## config.mk

```make
export PLATFORM = sky130hd
export DESIGN_NAME = sram_bus_arbiter_flat
export DESIGN_NICKNAME = d
export VERILOG_FILES = /design/src/rtl/sram_bus_arbiter_pkg.sv /design/src/rtl/sram_bus_arbiter_if.sv /design/src/rtl/sram_bus_arbiter_arb_id_fifo.sv /design/src/rtl/sram_bus_arbiter.sv /design/src/flat_wrapper.sv
export SDC_FILE = /design/constraint.sdc
export NUM_CORES = 1
export LEC_CHECK = 0
export BUFFER_PORTS_ARGS = -buffer_cell sky130_fd_sc_hd__buf_2
export CAP_MARGIN = 20
export CORE_AREA = 2 2 123 125
export DETAILED_ROUTE_END_ITERATION = 8
export DIE_AREA = 0 0 125 127
export HOLD_SLACK_MARGIN = 0.08
export PLACE_DENSITY_LB_ADDON = 0.2
export SYNTH_ARGS = -nofsm -noshare
export SYNTH_HDL_FRONTEND = slang
export SYNTH_SLANG_ARGS = --single-unit
```

## constraint.sdc

```tcl
create_clock -name clk -period 2.98 [get_ports clk]
set_input_delay 0.596 -clock clk [delete_from_list [all_inputs] [get_ports clk]]
set_output_delay 0.596 -clock clk [all_outputs]
set_load 0.01 [all_outputs]
```

## src/rtl/sram_bus_arbiter_pkg.sv

```systemverilog
// Shared types and constants for the two-master SRAM-like bus arbiter.
//   id_t / ID_INST / ID_DATA : request owner tag stored in the ID FIFO
//   sram_req_t               : {wr, size, wstrb, addr, wdata} payload, muxed as one bus
//   grant_t                  : arbitration result
package sram_bus_arbiter_pkg;

  localparam int unsigned ADDR_WD  = 32;
  localparam int unsigned DATA_WD  = 32;
  localparam int unsigned SIZE_WD  = 2;
  localparam int unsigned WSTRB_WD = 4;

  typedef logic id_t;
  localparam id_t ID_INST = 1'b0;
  localparam id_t ID_DATA = 1'b1;

  typedef struct packed {
    logic                wr;
    logic [SIZE_WD-1:0]  size;
    logic [WSTRB_WD-1:0] wstrb;
    logic [ADDR_WD-1:0]  addr;
    logic [DATA_WD-1:0]  wdata;
  } sram_req_t;

  localparam int unsigned SRAM_REQ_WD = $bits(sram_req_t);

  typedef enum logic [1:0] {
    GNT_NONE = 2'd0,
    GNT_INST = 2'd1,
    GNT_DATA = 2'd2
  } grant_t;

endpackage

```

## src/rtl/sram_bus_arbiter_if.sv

```systemverilog
// Bundle of the instruction, data and bridge-facing SRAM-like bus signals.
//   slave  : arbiter view (master requests and bridge responses in)
//   master : environment view (the mirror image)
interface sram_bus_arbiter_if;
  import sram_bus_arbiter_pkg::*;

  logic                inst_req;
  logic                inst_wr;
  logic [SIZE_WD-1:0]  inst_size;
  logic [WSTRB_WD-1:0] inst_wstrb;
  logic [ADDR_WD-1:0]  inst_addr;
  logic [DATA_WD-1:0]  inst_wdata;
  logic                inst_addr_ok;
  logic                inst_data_ok;
  logic [DATA_WD-1:0]  inst_rdata;

  logic                data_req;
  logic                data_wr;
  logic [SIZE_WD-1:0]  data_size;
  logic [WSTRB_WD-1:0] data_wstrb;
  logic [ADDR_WD-1:0]  data_addr;
  logic [DATA_WD-1:0]  data_wdata;
  logic                data_addr_ok;
  logic                data_data_ok;
  logic [DATA_WD-1:0]  data_rdata;

  logic                mem_req;
  logic                mem_wr;
  logic [SIZE_WD-1:0]  mem_size;
  logic [WSTRB_WD-1:0] mem_wstrb;
  logic [ADDR_WD-1:0]  mem_addr;
  logic [DATA_WD-1:0]  mem_wdata;
  logic                mem_addr_ok;
  logic                mem_data_ok;
  logic [DATA_WD-1:0]  mem_rdata;

  modport slave (
    input  inst_req, inst_wr, inst_size, inst_wstrb, inst_addr, inst_wdata,
    input  data_req, data_wr, data_size, data_wstrb, data_addr, data_wdata,
    input  mem_addr_ok, mem_data_ok, mem_rdata,
    output inst_addr_ok, inst_data_ok, inst_rdata,
    output data_addr_ok, data_data_ok, data_rdata,
    output mem_req, mem_wr, mem_size, mem_wstrb, mem_addr, mem_wdata
  );

  modport master (
    output inst_req, inst_wr, inst_size, inst_wstrb, inst_addr, inst_wdata,
    output data_req, data_wr, data_size, data_wstrb, data_addr, data_wdata,
    output mem_addr_ok, mem_data_ok, mem_rdata,
    input  inst_addr_ok, inst_data_ok, inst_rdata,
    input  data_addr_ok, data_data_ok, data_rdata,
    input  mem_req, mem_wr, mem_size, mem_wstrb, mem_addr, mem_wdata
  );

endinterface

```

## src/rtl/sram_bus_arbiter_arb_id_fifo.sv

```systemverilog
// In-order FIFO of 1-bit request owner IDs.
//   clk, resetn : clock, async active-low reset (empties the FIFO)
//   push, din   : enqueue din (caller guarantees !full)
//   pop         : dequeue head (caller guarantees !empty)
//   head        : oldest entry; full / empty status from the occupancy count
module arb_id_fifo #(
  parameter int unsigned DEPTH = 4
) (
  input  logic clk,
  input  logic resetn,
  input  logic push,
  input  logic pop,
  input  logic din,
  output logic head,
  output logic full,
  output logic empty
);

  localparam int unsigned AW = $clog2(DEPTH);
  localparam int unsigned CW = AW + 1;

  logic [DEPTH-1:0] mem;
  logic [AW-1:0]    wr_ptr;
  logic [AW-1:0]    rd_ptr;
  logic [CW-1:0]    count;

  // Pointers wrap naturally since DEPTH is a power of two.
  always_ff @(posedge clk or negedge resetn) begin
    if (!resetn) begin
      mem    <= '0;
      wr_ptr <= '0;
      rd_ptr <= '0;
      count  <= '0;
    end else begin
      if (push) begin
        mem[wr_ptr] <= din;
        wr_ptr      <= wr_ptr + AW'(1);
      end
      if (pop) begin
        rd_ptr <= rd_ptr + AW'(1);
      end
      case ({push, pop})
        2'b10:   count <= count + CW'(1);
        2'b01:   count <= count - CW'(1);
        default: count <= count;
      endcase
    end
  end

  assign head  = mem[rd_ptr];
  assign full  = (count == CW'(DEPTH));
  assign empty = (count == '0);

endmodule

```

## src/rtl/sram_bus_arbiter.sv

```systemverilog
// Two-master (inst, data) to one-slave SRAM-like bus arbiter.
//   clk, resetn : clock, async active-low reset
//   bus         : inst/data master ports and the merged bridge port
//   arb_err     : sticky flag, data_ok returned with nothing outstanding
// Fixed priority data > inst with a starvation guard, a grant lock across
// stalled address phases, and an in-order ID FIFO steering data_ok.
module sram_bus_arbiter
  import sram_bus_arbiter_pkg::*;
#(
  parameter int unsigned OST_DEPTH    = 4,
  parameter int unsigned STARVE_LIMIT = 4
) (
  input  logic                  clk,
  input  logic                  resetn,
  sram_bus_arbiter_if.slave     bus,
  output logic                  arb_err
);

  localparam int unsigned SW = $clog2(STARVE_LIMIT + 1);

  grant_t        grant;
  logic          lock_valid;
  id_t           lock_id;
  logic [SW-1:0] starve_cnt;
  logic          starved;
  logic          mem_req_c;
  logic          handshake;
  logic          fifo_full;
  logic          fifo_empty;
  logic          fifo_pop;
  id_t           fifo_head;
  id_t           grant_id;
  sram_req_t     inst_pl;
  sram_req_t     data_pl;
  sram_req_t     mem_pl;

  assign starved = (starve_cnt == SW'(STARVE_LIMIT));

  // Grant selection; a full FIFO blocks everything, even with a same-cycle pop.
  always_comb begin
    grant = GNT_NONE;
    if (!fifo_full) begin
      if (lock_valid && (lock_id == ID_INST) && bus.inst_req) begin
        grant = GNT_INST;
      end else if (lock_valid && (lock_id == ID_DATA) && bus.data_req) begin
        grant = GNT_DATA;
      end else if (starved && bus.inst_req) begin
        grant = GNT_INST;
      end else if (bus.data_req) begin
        grant = GNT_DATA;
      end else if (bus.inst_req) begin
        grant = GNT_INST;
      end
    end
  end

  assign grant_id  = (grant == GNT_DATA) ? ID_DATA : ID_INST;
  assign mem_req_c = resetn && (grant != GNT_NONE);
  assign handshake = mem_req_c && bus.mem_addr_ok;

  // Request payload mux.
  always_comb begin
    inst_pl = '{wr: bus.inst_wr, size: bus.inst_size, wstrb: bus.inst_wstrb,
                addr: bus.inst_addr, wdata: bus.inst_wdata};
    data_pl = '{wr: bus.data_wr, size: bus.data_size, wstrb: bus.data_wstrb,
                addr: bus.data_addr, wdata: bus.data_wdata};
    mem_pl  = (grant == GNT_DATA) ? data_pl : inst_pl;
  end

  assign bus.mem_req   = mem_req_c;
  assign bus.mem_wr    = mem_pl.wr;
  assign bus.mem_size  = mem_pl.size;
  assign bus.mem_wstrb = mem_pl.wstrb;
  assign bus.mem_addr  = mem_pl.addr;
  assign bus.mem_wdata = mem_pl.wdata;

  assign bus.inst_addr_ok = bus.mem_addr_ok && mem_req_c && (grant == GNT_INST);
  assign bus.data_addr_ok = bus.mem_addr_ok && mem_req_c && (grant == GNT_DATA);

  // Returns are steered by the oldest outstanding ID; spurious returns pop nothing.
  assign fifo_pop          = resetn && bus.mem_data_ok && !fifo_empty;
  assign bus.inst_data_ok  = fifo_pop && (fifo_head == ID_INST);
  assign bus.data_data_ok  = fifo_pop && (fifo_head == ID_DATA);
  assign bus.inst_rdata    = bus.mem_rdata;
  assign bus.data_rdata    = bus.mem_rdata;

  arb_id_fifo #(
    .DEPTH (OST_DEPTH)
  ) u_id_fifo (
    .clk    (clk),
    .resetn (resetn),
    .push   (handshake),
    .pop    (fifo_pop),
    .din    (grant_id),
    .head   (fifo_head),
    .full   (fifo_full),
    .empty  (fifo_empty)
  );

  // Lock holds a stalled grant; any non-stalled cycle re-arbitrates.
  always_ff @(posedge clk or negedge resetn) begin
    if (!resetn) begin
      lock_valid <= 1'b0;
      lock_id    <= ID_INST;
    end else if (mem_req_c && !bus.mem_addr_ok) begin
      lock_valid <= 1'b1;
      lock_id    <= grant_id;
    end else begin
      lock_valid <= 1'b0;
    end
  end

  // Counts data handshakes taken while inst is waiting.
  always_ff @(posedge clk or negedge resetn) begin
    if (!resetn) begin
      starve_cnt <= '0;
    end else if (!bus.inst_req) begin
      starve_cnt <= '0;
    end else if (handshake && (grant == GNT_INST)) begin
      starve_cnt <= '0;
    end else if (handshake && (grant == GNT_DATA) && !starved) begin
      starve_cnt <= starve_cnt + SW'(1);
    end
  end

  always_ff @(posedge clk or negedge resetn) begin
    if (!resetn) begin
      arb_err <= 1'b0;
    end else if (bus.mem_data_ok && fifo_empty) begin
      arb_err <= 1'b1;
    end
  end

endmodule

```

## src/flat_wrapper.sv

```systemverilog
// flat-port wrapper written by rule: the top's interface ports become plain ports
module sram_bus_arbiter_flat import sram_bus_arbiter_pkg::*;
#(
  parameter int unsigned OST_DEPTH    = 4,
  parameter int unsigned STARVE_LIMIT = 4
)
  (clk, resetn, arb_err, bus_inst_req, bus_inst_wr, bus_inst_size, bus_inst_wstrb, bus_inst_addr, bus_inst_wdata, bus_data_req, bus_data_wr, bus_data_size, bus_data_wstrb, bus_data_addr, bus_data_wdata, bus_mem_addr_ok, bus_mem_data_ok, bus_mem_rdata, bus_inst_addr_ok, bus_inst_data_ok, bus_inst_rdata, bus_data_addr_ok, bus_data_data_ok, bus_data_rdata, bus_mem_req, bus_mem_wr, bus_mem_size, bus_mem_wstrb, bus_mem_addr, bus_mem_wdata);
  sram_bus_arbiter_if bus_i ();
  input  logic clk;
  input  logic resetn;
  output logic arb_err;
  input wire logic [$bits(bus_i.inst_req)-1:0] bus_inst_req;
  input wire logic [$bits(bus_i.inst_wr)-1:0] bus_inst_wr;
  input wire logic [$bits(bus_i.inst_size)-1:0] bus_inst_size;
  input wire logic [$bits(bus_i.inst_wstrb)-1:0] bus_inst_wstrb;
  input wire logic [$bits(bus_i.inst_addr)-1:0] bus_inst_addr;
  input wire logic [$bits(bus_i.inst_wdata)-1:0] bus_inst_wdata;
  input wire logic [$bits(bus_i.data_req)-1:0] bus_data_req;
  input wire logic [$bits(bus_i.data_wr)-1:0] bus_data_wr;
  input wire logic [$bits(bus_i.data_size)-1:0] bus_data_size;
  input wire logic [$bits(bus_i.data_wstrb)-1:0] bus_data_wstrb;
  input wire logic [$bits(bus_i.data_addr)-1:0] bus_data_addr;
  input wire logic [$bits(bus_i.data_wdata)-1:0] bus_data_wdata;
  input wire logic [$bits(bus_i.mem_addr_ok)-1:0] bus_mem_addr_ok;
  input wire logic [$bits(bus_i.mem_data_ok)-1:0] bus_mem_data_ok;
  input wire logic [$bits(bus_i.mem_rdata)-1:0] bus_mem_rdata;
  output wire logic [$bits(bus_i.inst_addr_ok)-1:0] bus_inst_addr_ok;
  output wire logic [$bits(bus_i.inst_data_ok)-1:0] bus_inst_data_ok;
  output wire logic [$bits(bus_i.inst_rdata)-1:0] bus_inst_rdata;
  output wire logic [$bits(bus_i.data_addr_ok)-1:0] bus_data_addr_ok;
  output wire logic [$bits(bus_i.data_data_ok)-1:0] bus_data_data_ok;
  output wire logic [$bits(bus_i.data_rdata)-1:0] bus_data_rdata;
  output wire logic [$bits(bus_i.mem_req)-1:0] bus_mem_req;
  output wire logic [$bits(bus_i.mem_wr)-1:0] bus_mem_wr;
  output wire logic [$bits(bus_i.mem_size)-1:0] bus_mem_size;
  output wire logic [$bits(bus_i.mem_wstrb)-1:0] bus_mem_wstrb;
  output wire logic [$bits(bus_i.mem_addr)-1:0] bus_mem_addr;
  output wire logic [$bits(bus_i.mem_wdata)-1:0] bus_mem_wdata;
  assign bus_i.inst_req = bus_inst_req;
  assign bus_i.inst_wr = bus_inst_wr;
  assign bus_i.inst_size = bus_inst_size;
  assign bus_i.inst_wstrb = bus_inst_wstrb;
  assign bus_i.inst_addr = bus_inst_addr;
  assign bus_i.inst_wdata = bus_inst_wdata;
  assign bus_i.data_req = bus_data_req;
  assign bus_i.data_wr = bus_data_wr;
  assign bus_i.data_size = bus_data_size;
  assign bus_i.data_wstrb = bus_data_wstrb;
  assign bus_i.data_addr = bus_data_addr;
  assign bus_i.data_wdata = bus_data_wdata;
  assign bus_i.mem_addr_ok = bus_mem_addr_ok;
  assign bus_i.mem_data_ok = bus_mem_data_ok;
  assign bus_i.mem_rdata = bus_mem_rdata;
  assign bus_inst_addr_ok = bus_i.inst_addr_ok;
  assign bus_inst_data_ok = bus_i.inst_data_ok;
  assign bus_inst_rdata = bus_i.inst_rdata;
  assign bus_data_addr_ok = bus_i.data_addr_ok;
  assign bus_data_data_ok = bus_i.data_data_ok;
  assign bus_data_rdata = bus_i.data_rdata;
  assign bus_mem_req = bus_i.mem_req;
  assign bus_mem_wr = bus_i.mem_wr;
  assign bus_mem_size = bus_i.mem_size;
  assign bus_mem_wstrb = bus_i.mem_wstrb;
  assign bus_mem_addr = bus_i.mem_addr;
  assign bus_mem_wdata = bus_i.mem_wdata;
  sram_bus_arbiter #(.OST_DEPTH(OST_DEPTH), .STARVE_LIMIT(STARVE_LIMIT)) u_core (.clk(clk), .resetn(resetn), .bus(bus_i), .arb_err(arb_err));
endmodule
```

-- Yosys cells after proc, flatten, opt, wreduce, memory -nomap -nowiden
Index checks and enable logic that the tools add are counted.
- multiplexer cells: 18
- add/sub/neg operators: 5
- equal/unequal tests: 7
- bitwise gates (word level): 2
- $lt $le $gt $ge: 3
- reductions and logical operators: 23
- operators with widths (kind ; count):
    $mux 71 ; 1
    $logic_and 1x1->1 ; 17
    $mux 2 ; 5
    $mux 3 ; 3
    $add 3x1->3 const B ; 2
    $eq 3x3->1 const B ; 2
    $lt 2x3->1 const B ; 2
    $pmux 3 s2 ; 1
    $mux 1 ; 5
    $add 2x1->2 const B ; 2
    $bwmux 4 ; 1
    $eq 2x1->1 const B ; 2
    $eq 2x2->1 const B ; 2
    $reduce_bool 2->1 ; 2
    $logic_not 1->1 ; 3
    $logic_not 3->1 ; 1
    $ne 3x1->1 const B ; 1
    $sub 3x1->3 const B ; 1
    $bmux 1 s2 ; 1
    $demux 1 s2 ; 1
    $ge 2x1->1 const B ; 1
    $not 1->1 ; 2
- input bits: 180
- register bits after elaboration: 17

-- Longest topological paths before layout
Gate-level depths: netlist (run 1).
- depth in word-level cells: 14
- mapped depth: 10

-- Cells and area by module
From an unflattened synthesis (run 1), not the netlist that was laid out.
- cells, all modules: 230
- area total of the unflattened synthesis: 2526.2 µm²
- modules (own cells, without submodules) (module ; area each (µm²) ; times used ; cells each):
    sram_bus_arbiter ; 1965.6 ; 1 ; 184
    arb_id_fifo ; 560.5 ; 1 ; 46

-- Worst setup path before layout (run 1)
No wires, ideal clock.
- path kind: flip-flop to output port
- start point: register u_core.starve_cnt[0]
- end point: output port bus_mem_wdata[0]
- cell stages (with the launch flop): 10
- path slack: 512 ps
- arrival time: 1872 ps
- path buffers: 3
- cell sequence: dfrtp_1 -> inv_1 -> ha_1 -> and3b_1 -> o21ai_1 -> and3_4 -> buf_6 -> buf_6 -> buf_6 -> mux2_4
- word-level cells in the longest chain between the ends: 8
- ends and longest elaborated chain (item ; RTL line ; RTL):
    start: declaration ; sram_bus_arbiter.sv:24 ; logic [SW-1:0] starve_cnt;
    start signal: assignment ; sram_bus_arbiter.sv:122 ; starve_cnt <= starve_cnt + SW'(1);
    $eq 3x3->1 ; sram_bus_arbiter.sv:37 ; assign starved = (starve_cnt == SW'(STARVE_LIMIT));
    $logic_and 1x1->1 ; sram_bus_arbiter.sv:47 ; end else if (starved && bus.inst_req) begin
    $mux 2 ; sram_bus_arbiter.sv:47 ;
    $mux 2 ; sram_bus_arbiter.sv:45 ; end else if (lock_valid && (lock_id == ID_DATA) && bus.data_req) begin
    $mux 2 ; sram_bus_arbiter.sv:43 ; if (lock_valid && (lock_id == ID_INST) && bus.inst_req) begin
    $mux 2 ; sram_bus_arbiter.sv:42 ; if (!fifo_full) begin
    $eq 2x2->1 ; sram_bus_arbiter.sv:67 ; mem_pl = (grant == GNT_DATA) ? data_pl : inst_pl;
    $mux 71 ; sram_bus_arbiter.sv:67 ;
    end: declaration ; flat_wrapper.sv:38 ; output wire logic [$bits(bus_i.mem_wdata)-1:0] bus_mem_wdata;
Every way passes these cells.

-- Final worst setup path (run 1)
- start point: register u_core.starve_cnt[0]
- end point: output port bus_mem_wdata[1]
Same word-level chain as after synthesis.

==> results of run 1 <==
per-stage QoR:
step                hold slack, ns  instance area (um2)  instances  worst slack [ns]
floorplan                   0.3004                 2456        237            0.5118
global placement            0.4517                 3296        575            0.1868
detailed placement          0.4575                 3296        575            0.1297
CTS                         0.1942                 3382        580          0.002165
global route                0.1970                 3560        588          -0.05746
finish                      0.1915                 3560        588           0.04746
registers in the layout, indices dropped and copies added, names as in the netlist:
signal / count
u_core.arb_err: 1
u_core.u_id_fifo.count: 3
u_core.u_id_fifo.mem: 4
u_core.lock_id: 1
u_core.lock_valid: 1
u_core.starve_cnt: 3
u_core.u_id_fifo.wr_ptr: 2
u_core.u_id_fifo.rd_ptr: 2
metal layers:
metal | share of wire (%) | global-route usage, %
met3 | 10 | 3.643
met2 | 49 | 16.37
met1 | 40 | 12.15
met5 | 0 | 0
met4 | 0.59 | 1.699
synthesized netlist by cell type, drive strengths merged:
master,count,share of area (%)
nand2,10,1.5
a41oi,1,0.36
mux4,1,0.92
dfrtp,17,17
xor2,2,0.71
inv,10,1.5
nor3b,1,0.31
o21bai,1,0.31
nor2,4,0.61
and4b,2,0.82
or3,1,0.25
o21ai,6,1.2
xnor2,4,1.4
mux2,76,40
and3,4,1.2
nor2b,1,0.25
nand3b,1,0.31
fa,1,0.82
buf,73,23
nor3,2,0.41
a311oi,1,0.36
and3b,1,0.36
a21oi,2,0.41
clkbuf,1,0.15
or3b,1,0.46
and2,1,0.25
ha,7,3.6
nand3,5,1.0
critical path: cells and delay by family, from the launching register on:
| family | cells | cell delay, ns |
|---|---|---|
| DFF | 1 | 0.38 |
| muxes | 1 | 0.29 |
| adders and majority gates | 1 | 0.19 |
| and+or+nand+nor | 2 | 0.56 |
| buffers and inverters | 4 | 0.49 |
| AOI/OAI and AO/OA | 1 | 0.17 |
worst paths after layout:
check | endpoint | slack (ns)
max | bus_mem_wdata[1] | 0.05
min | u_core.arb_err$_DFFE_PN0P_ | 0.19
max reg2reg | u_core.u_id_fifo.count[2]$_DFFE_PN0P_ | 0.62
min reg2reg | u_core.arb_err$_DFFE_PN0P_ | 0.48
max in group asynchronous | u_core.u_id_fifo.wr_ptr[0]$_DFFE_PN0P_ | 2.36
min in group clk | u_core.arb_err$_DFFE_PN0P_ | 0.48
cell usage in the layout (no fill, tap or decap), drive strengths merged, types with 2 or more instances in the layout:
| cell type | netlist | final |
|---|---|---|
| ha | 7 | 7 |
| mux2 | 76 | 76 |
| nand3 | 5 | 5 |
| nor2 | 4 | 4 |
| and3 | 4 | 4 |
| and4b | 2 | 2 |
| xnor2 | 4 | 4 |
| inv | 10 | 10 |
| nand2 | 10 | 10 |
| o21ai | 6 | 6 |
| clkbuf | 1 | 6 |
| xor2 | 2 | 2 |
| dfrtp | 17 | 17 |
| buf | 73 | 235 |
| a21oi | 2 | 2 |
| nor3 | 2 | 2 |
area by class of cell:
class                   count  area share, %
clock buffers               4          2.214
inverters                  10          1.054
multi-input cells         136          40.49
flip-flops and latches     17          11.95
well taps                 184          6.467
repair buffers            237          37.82
logic make-up (layout without fill, tap and decap cells):
| group | Yosys count | count (layout) | synth area share [%] |
|---|---|---|---|
| compound gates | 11 | 11 | 2.649 |
| xor+xnor | 6 | 6 | 2.140 |
| fa+ha+maj | 8 | 8 | 4.381 |
| buf+inv | 84 | 251 | 24.60 |
| flops | 17 | 17 | 17.32 |
| mux | 77 | 77 | 41.11 |
| simple gates | 34 | 34 | 7.795 |
power by group through the flow:
stage	Sequential (W)	Clock [W]	Combinational [W]
after CTS	0.000389	0.000277	0.00123
after global placement	0.000390	0	0.00120
final	0.000388	0.000267	0.00133
after global routing	0.000404	0.000289	0.00144
after detailed placement	0.000392	0	0.00121
after floorplan	0.000370	0	0.000903
timing repair:
| action | 4_1_cts | 5_1_grt |
|---|---|---|
| buffers inserted | 1 | 6 |
| pin swaps | 1 | 2 |
| endpoints found under the setup margin | 59 | 71 |
| gates resized for setup | 0 | 11 |
| gates cloned | 0 | 2 |
==> flow_summary.toml, run 1 <==
[clock_network]
clock-sinks = 17
cts_tree = "built"
cts-buffers-inserted = 3
cts_root_buf = "clkbuf_16"
cts_hold_buf = 0
clk_pin_slew_ns = 0.05
htree_levels = 1
clk_path_buf_depth = 2
clkLatencyLatePin_ns = 0.24

[critical_path]
worstPathCellList = "inv_2 -> ha_2 -> and3b_2 -> o21ai_4 -> and3_4 -> buf_12 -> buf_12 -> mux2_4 -> buf_2"
critPathKind = "flip-flop to output port"
cp.arrival_ns = 2.34
path_max_fanout = 6
start_kind = "flip-flop"
crit_top_cell = "buf_12"
crit_slowest_cell = "dfrtp_1"
crit_path_start = "u_core.starve_cnt[0]$_DFFE_PN0P_"
worstReg2RegStart = "u_core.u_id_fifo.count[1]$_DFFE_PN0P_"
worst-r2r-cell-count = 9
crit_required_ns = 2.38
critical-path-max-stage-delay_ns = 0.38
cp-end-kind = "output port"

[routing]
drt_wl_total_um = 9109
first_iter_violations = 104
via_per_inst = 3.952
postRouteAntennaNets = 0
via_count = 2324
drc = 0
first_pass_iters = 4
wl_per_cell_um = 15.49

[yosys]
yosys_warnings = 0
yosysSeqAreaShare_pct = 17.32
synth.distinct_cells = 33
synth_area_per_cell_um2 = 10.36
syn_inst = 237
netlist_area_mm2 = 0.002456
ys_seq_elements = 17
synth_nets = 425

[floorplan]
fp-row-count = 44
die_area_mm2 = 0.01588
dieWidth_um = 125
io_pins = 321
die_h_um = 127
coreArea_mm2 = 0.01442
start_util_pct = 17.03

[pwr]
share_comb_of_total_power_pct = 67.0
switching_share_pct = 36.96
vdd_drop_max_mv = 0.2268
power_frac_seq_pct = 19.5
p_switching_w = 0.0007349
pwr-share-clk_pct = 13.4
p_total_w = 0.001988
power.internal_w = 0.001253
power_density_mw_per_mm2 = 558.5
p_leak_nw = 1.899

[global_routing]
grt_pass1_vias = 2355
antenna_found_initial = 0
grt_max_degree = 31
grtUsageTotal_pct = 9.752
grt_pass1_wl_um = 12540
globalRouteOverflowTotal = 0

[flow_run]
drv_cap = 0

[status]
outcome = "finished, final reports clean"

[min_path]
min_path_type = "input port to asynchronous set/reset pin"

[place]
place_congestion = 0.7651
place.port_buffers = 224
detailed_place_hpwl_um = 7395

[layout]
seq_area_um2 = 425.4
final_nets = 593
multi_input_area_mm2 = 0.001441
drive_gt1_share_pct = 79.95
n_antenna_cell = 0
areaGrowthSynthToFinish_pct = 44.93
nFillCells = 1606
fin_util_pct = 24.68

[sta]
post-route-period-util_pct = 98.41
tightest_slew_ns = 0.3768
fin_tns_setup_ns = 0
slew_headroom_pct = 74.62
skew_ns = 0.001676
hold_violations = 0
max_freq_ghz = 0.3410
finalSetupViolCount = 0
slew_viol_final = 0
fin_crit_ns = 2.933
Power figures use the tool's default switching activity.
==> run 2, diff against run 1 <==
==> constraint.sdc (replaced) <==
create_clock -name clk -period 2.98 [get_ports clk]
set_input_delay 0.447 -clock clk [delete_from_list [all_inputs] [get_ports clk]]
set_output_delay 0.447 -clock clk [all_outputs]
set_load 0.01 [all_outputs]
==> flow_summary.toml, run 2 (same netlist as run 1, synthesis figures left out) <==
[status]
outcome = "finished, final reports clean"

[sta]
rsz0062_at_grt = "false"
slew_viol_final = 0
fin_crit_ns = 2.811
finalSetupViolCount = 0
slew_headroom_pct = 71.10
tightest_slew_ns = 0.4290
post-route-period-util_pct = 94.34
hold_violations = 0
skew_ns = 0.002327
fin_tns_setup_ns = 0
max_freq_ghz = 0.3557
finalWorstSetupSlack_ns = 0.1685

[critical_path]
r2r_slack_ns = 0.62
worst-r2r-cell-count = 9
critPathKind = "flip-flop to output port"
cp-end-kind = "output port"
critical-path-max-stage-delay_ns = 0.40
crit_required_ns = 2.53
path_max_fanout = 24
critical-path-top-delay-family = "simple AND/OR/NAND/NOR gates"
cp.arrival_ns = 2.36
worst_r2r_endpoint = "u_core.u_id_fifo.count[2]$_DFFE_PN0P_"
crit_buf_inv = 3
worstReg2RegStart = "u_core.u_id_fifo.count[0]$_DFFE_PN0P_"
start_kind = "flip-flop"
crit_slowest_cell = "mux2_2"
worstPathCellList = "inv_1 -> ha_1 -> and3b_1 -> o21ai_1 -> and3_4 -> buf_12 -> mux2_2 -> buf_2"

[floorplan]
io_pins = 321
die_h_um = 127
coreArea_mm2 = 0.01442
start_util_pct = 17.03
die_area_mm2 = 0.01588
fp-row-count = 44
dieWidth_um = 125

[min_path]
hold_path_end = "u_core.lock_valid$_DFF_PN0_"
hold_depth = 2
min_path_type = "input port to flip-flop"
worstHoldStart = "bus_mem_addr_ok"

[layout]
nFillCells = 1617
final_nets = 586
largestRegisters = "u_core.u_id_fifo.mem (4), u_core.starve_cnt (3), u_core.u_id_fifo.count (3)"
areaGrowthSynthToFinish_pct = 38.10
largest_reg_flops = 4
stdcell_count = 581
n_antenna_cell = 0
top_register = "u_core.u_id_fifo.mem"
final_cell_mix = "buf_2, mux2_2, mux2_4"
final_common_cell = "buf_2"
drive_gt1_share_pct = 78.34

[routing]
via_count = 2296
drc = 0
via_per_inst = 3.952
first_pass_iters = 4
postRouteAntennaNets = 0
first_iter_violations = 39
wl_per_cell_um = 15.02
drt_wl_total_um = 8727

[global_routing]
grtUsageTotal_pct = 9.956
globalRouteOverflowTotal = 0
use_met1_pct = 12.33
grt_max_degree = 31
grt_pass1_vias = 2432
grt-busiest-layer = "met2"
grt_pass1_wl_um = 12770
met3_usage_pct = 3.894
met2_usage_pct = 16.59
antenna_found_initial = 0

[place]
place.port_buffers = 224
place_congestion = 0.7653
pre_cts_ws_ns = 0.2585
detailed_place_hpwl_um = 7524
place_inst = 575

[clock_network]
clkLatencyLatePin_ns = 0.25
htree_levels = 1
cts_root_buf = "clkbuf_16"
cts-buffers-inserted = 3
cts_tree = "built"
clk_pin_slew_ns = 0.05
clock-sinks = 17
clk_path_buf_depth = 2
cts_resized = 0

[pwr]
power_density_mw_per_mm2 = 548.5
vdd_drop_max_mv = 0.1971
p_leak_nw = 1.827

[flow_run]
drv_cap = 0
==> run 2: changes by cell type in the layout (fill, tap and decap cells not counted), sizes merged <==
cell | before | now
dlygate4sd3 | 0 | 1
buf | 235 | 229
clkbuf | 6 | 4
==> run 2: per-stage QoR <==
| step | hold WS (ns) | power (W) | utilization (%) | cell area [um2] |
|---|---|---|---|---|
| final | 0.4433 | 0.001861 | 23.52 | 3392 |
| after global routing | 0.4521 | 0.002003 | 23.52 | 3392 |
| after CTS | 0.4388 | 0.001900 | 23.52 | 3392 |
| after detailed placement | 0.3096 | 0.001605 | 22.85 | 3296 |
| after global placement | 0.3027 | 0.001585 | 22.85 | 3296 |
| after floorplan | 0.1514 | 0.001273 | - | 2456 |
==> run 2: worst register-to-register path: stages, from the launching register on <==
cell and delay, ns:
dfrtp_1 0.42, or3b_4 0.43, and4b_1 0.32, inv_1 0.09, ha_1 0.17, inv_1 0.06, fa_1 0.38, xor2_1 0.15
nor2_1 0.11, xor2_1 0.15
==> run 2: how the worst max path moves through the flow <==
| stage | endpoint | depth (start not counted) | startpoint |
|---|---|---|---|
| after floorplan | bus_mem_wdata[0] | 9 | u_core.starve_cnt[0]$_DFFE_PN0P_ |
| after global placement | bus_mem_size[0] | 8 | u_core.starve_cnt[0]$_DFFE_PN0P_ |
| after detailed placement | bus_mem_size[0] | 8 | u_core.starve_cnt[0]$_DFFE_PN0P_ |
| after CTS | bus_mem_size[0] | 8 | u_core.starve_cnt[0]$_DFFE_PN0P_ |
| after global routing | bus_mem_size[0] | 8 | u_core.starve_cnt[0]$_DFFE_PN0P_ |
| final | bus_mem_size[0] | 8 | u_core.starve_cnt[0]$_DFFE_PN0P_ |
==> run 2: cell type report <==
type	instances	area [um2]	area share, %
multi-input cells	136	1426	42.05
repair buffers	230	1194	35.19
flip-flops and latches	17	425.4	12.54
well taps	184	230.2	6.787
clock buffers	4	78.83	2.324
inverters	10	37.54	1.107
==> run 2: per-layer routing <==
layer  routed length [um]  share of wire [%]  vias to the layer above
li1                     -                  -                     1070
met1                 3596                 41                     1061
met2                 4142                 47                      156
met3                  903                 10                        9
met4                   84               0.96                        0
met5                    0                  0                        -
==> run 2: repair_timing <==
item                                    4_1_cts  5_1_grt
setup buffers                                 1        0
hold buffers                                  1        0
endpoints found under the setup margin        1        0
hold endpoints to repair                      6        0
==> run 2: power by group <==
group / switching [W] / internal (W) / total (W)
logic: 0.000544 / 0.000657 / 0.00120
registers: 0.0000710 / 0.000318 / 0.000389
clock network: 0.0000893 / 0.000182 / 0.000271
==> run 3, diff against run 2 <==
--- a/config.mk
+++ b/config.mk
@@ -8,10 +8,12 @@
 export BUFFER_PORTS_ARGS = -buffer_cell sky130_fd_sc_hd__buf_2
 export CAP_MARGIN = 20
 export CORE_AREA = 2 2 123 125
+export CTS_CLUSTER_DIAMETER = 150
 export DETAILED_ROUTE_END_ITERATION = 8
 export DIE_AREA = 0 0 125 127
 export HOLD_SLACK_MARGIN = 0.08
 export PLACE_DENSITY_LB_ADDON = 0.2
+export RECOVER_POWER = 50
 export SYNTH_ARGS = -nofsm -noshare
 export SYNTH_HDL_FRONTEND = slang
 export SYNTH_SLANG_ARGS = --single-unit
==> flow_summary.toml, run 3 (same netlist as run 1, synthesis figures left out) <==
[layout]
n_antenna_cell = 0
largest_reg_flops = 4
nFillCells = 1619
drive_gt1_share_pct = 77.83
largestRegisters = "u_core.u_id_fifo.mem (4), u_core.starve_cnt (3), u_core.u_id_fifo.count (3)"
stdcell_count = 581
areaGrowthSynthToFinish_pct = 38.00
final_nets = 586
top_register = "u_core.u_id_fifo.mem"
seq_area_um2 = 425.4
multi_input_area_mm2 = 0.001426
final_cell_mix = "buf_2, mux2_2, mux2_4"
final_common_cell = "buf_2"

[floorplan]
die_area_mm2 = 0.01588
start_util_pct = 17.03
dieWidth_um = 125
io_pins = 321
die_h_um = 127
fp-row-count = 44
coreArea_mm2 = 0.01442

[sta]
fin_crit_ns = 2.811
hold_violations = 0
skew_ns = 0.002327
post-route-period-util_pct = 94.34
fin_tns_setup_ns = 0
finalSetupViolCount = 0
max_freq_ghz = 0.3557
slew_headroom_pct = 68.83
rsz0062_at_grt = "false"
tightest_slew_ns = 0.4675
slew_viol_final = 0
hold-worst-slack_ns = 0.4433

[critical_path]
start_kind = "flip-flop"
cp.arrival_ns = 2.36
crit_required_ns = 2.53
cp-end-kind = "output port"
critPathKind = "flip-flop to output port"
path_max_fanout = 24

[routing]
highest_layer = "met4"
postRouteAntennaNets = 0
drc = 0
drt_wl_total_um = 8727
met3WireLength_um = 902
first_pass_iters = 4
first_iter_violations = 39
wl_met1_um = 3597
via_per_inst = 3.952
via_count = 2296
wl_per_cell_um = 15.02
dr_wl_met2_um = 4142

[clock_network]
clk_path_buf_depth = 2
cts_resized = 0
htree_levels = 1
cts-buffers-inserted = 3
cts_tree = "built"
clk_pin_slew_ns = 0.05
cts_root_buf = "clkbuf_16"
clkLatencyLatePin_ns = 0.25
clock-sinks = 17

[global_routing]
grt_pass1_vias = 2432
globalRouteOverflowTotal = 0
antenna_found_initial = 0
grt_max_degree = 31
grtUsageTotal_pct = 9.956
grt_pass1_wl_um = 12770

[place]
place.port_buffers = 224
place_inst = 575
detailed_place_hpwl_um = 7524
place_congestion = 0.7653

[min_path]
min_path_type = "input port to flip-flop"

[status]
outcome = "finished, final reports clean"

[pwr]
p_leak_nw = 1.823
power_density_mw_per_mm2 = 548.8
vdd_drop_max_mv = 0.2067

[flow_run]
drv_cap = 0
## run 3: changes by cell type in the layout (fill, tap and decap cells not counted)
cell,delta
buf_2,-2
clkbuf_1,+2
## run 3: cell type report
class                      count  share of cell area (%)
multi-input combinational    136                   42.08
timing repair buffer         230                   35.14
clock buffer                   4                   2.326
tap                          184                   6.792
sequential                    17                   12.55
inverter                      10                   1.107
## run 3: what timing repair did
item / 4_1_cts / 5_1_grt
hold buffers: 1 / 0
endpoints found under the hold margin: 6 / 0
buffers inserted: 1 / 0
setup endpoints to repair: 1 / 0
## run 3: power breakdown
part / internal [W] / switching [W] / leakage (nW)
clock: 0.000182 / 0.0000893 / 0.0382
combinational: 0.000656 / 0.000544 / 1.58
sequential: 0.000318 / 0.0000710 / 0.209
total: 0.00116 / 0.000704 / 1.82
## run 3: stage by stage
stage / utilization, % / cell area (um2) / worst slack (ns) / power [W]
after floorplan: - / 2456 / 0.6608 / 0.001273
after global placement: 22.85 / 3296 / 0.3358 / 0.001585
after detailed placement: 22.85 / 3296 / 0.2585 / 0.001605
after CTS: 23.52 / 3392 / 0.1317 / 0.001900
after global routing: 23.50 / 3390 / 0.01115 / 0.002002
final: 23.50 / 3390 / 0.1685 / 0.001860
## run 3: final timing paths
| check | from | to | slack, ns | cells after the start |
|---|---|---|---|---|
| min reg2reg | u_core.arb_err$_DFFE_PN0P_ | u_core.arb_err$_DFFE_PN0P_ | 0.48 | 1 |
| max | u_core.starve_cnt[0]$_DFFE_PN0P_ | bus_mem_size[0] | 0.17 | 8 |
| min | bus_mem_addr_ok | u_core.lock_valid$_DFF_PN0_ | 0.44 | 2 |
| max reg2reg | u_core.u_id_fifo.count[0]$_DFFE_PN0P_ | u_core.u_id_fifo.count[2]$_DFFE_PN0P_ | 0.62 | 9 |
| max in group asynchronous | resetn | u_core.u_id_fifo.wr_ptr[0]$_DFFE_PN0P_ | 1.77 | 3 |
| min in group asynchronous | resetn | u_core.arb_err$_DFFE_PN0P_ | 0.66 | 2 |
## run 3: routing by layer
metal  up-vias  global-route usage (%)
met2       156                   16.59
li1       1070                       -
met3         9                   3.894
met4         0                   1.895
met5         -                       0
met1      1061                   12.33
## run 3: worst max-delay path, cell delays in order, from the launching register on
cell and delay (ns):
dfrtp_1 0.37, inv_1 0.07, ha_1 0.21, and3b_1 0.18
o21ai_1 0.22, and3_4 0.28, buf_12 0.20, mux2_2 0.40
buf_2 0.16
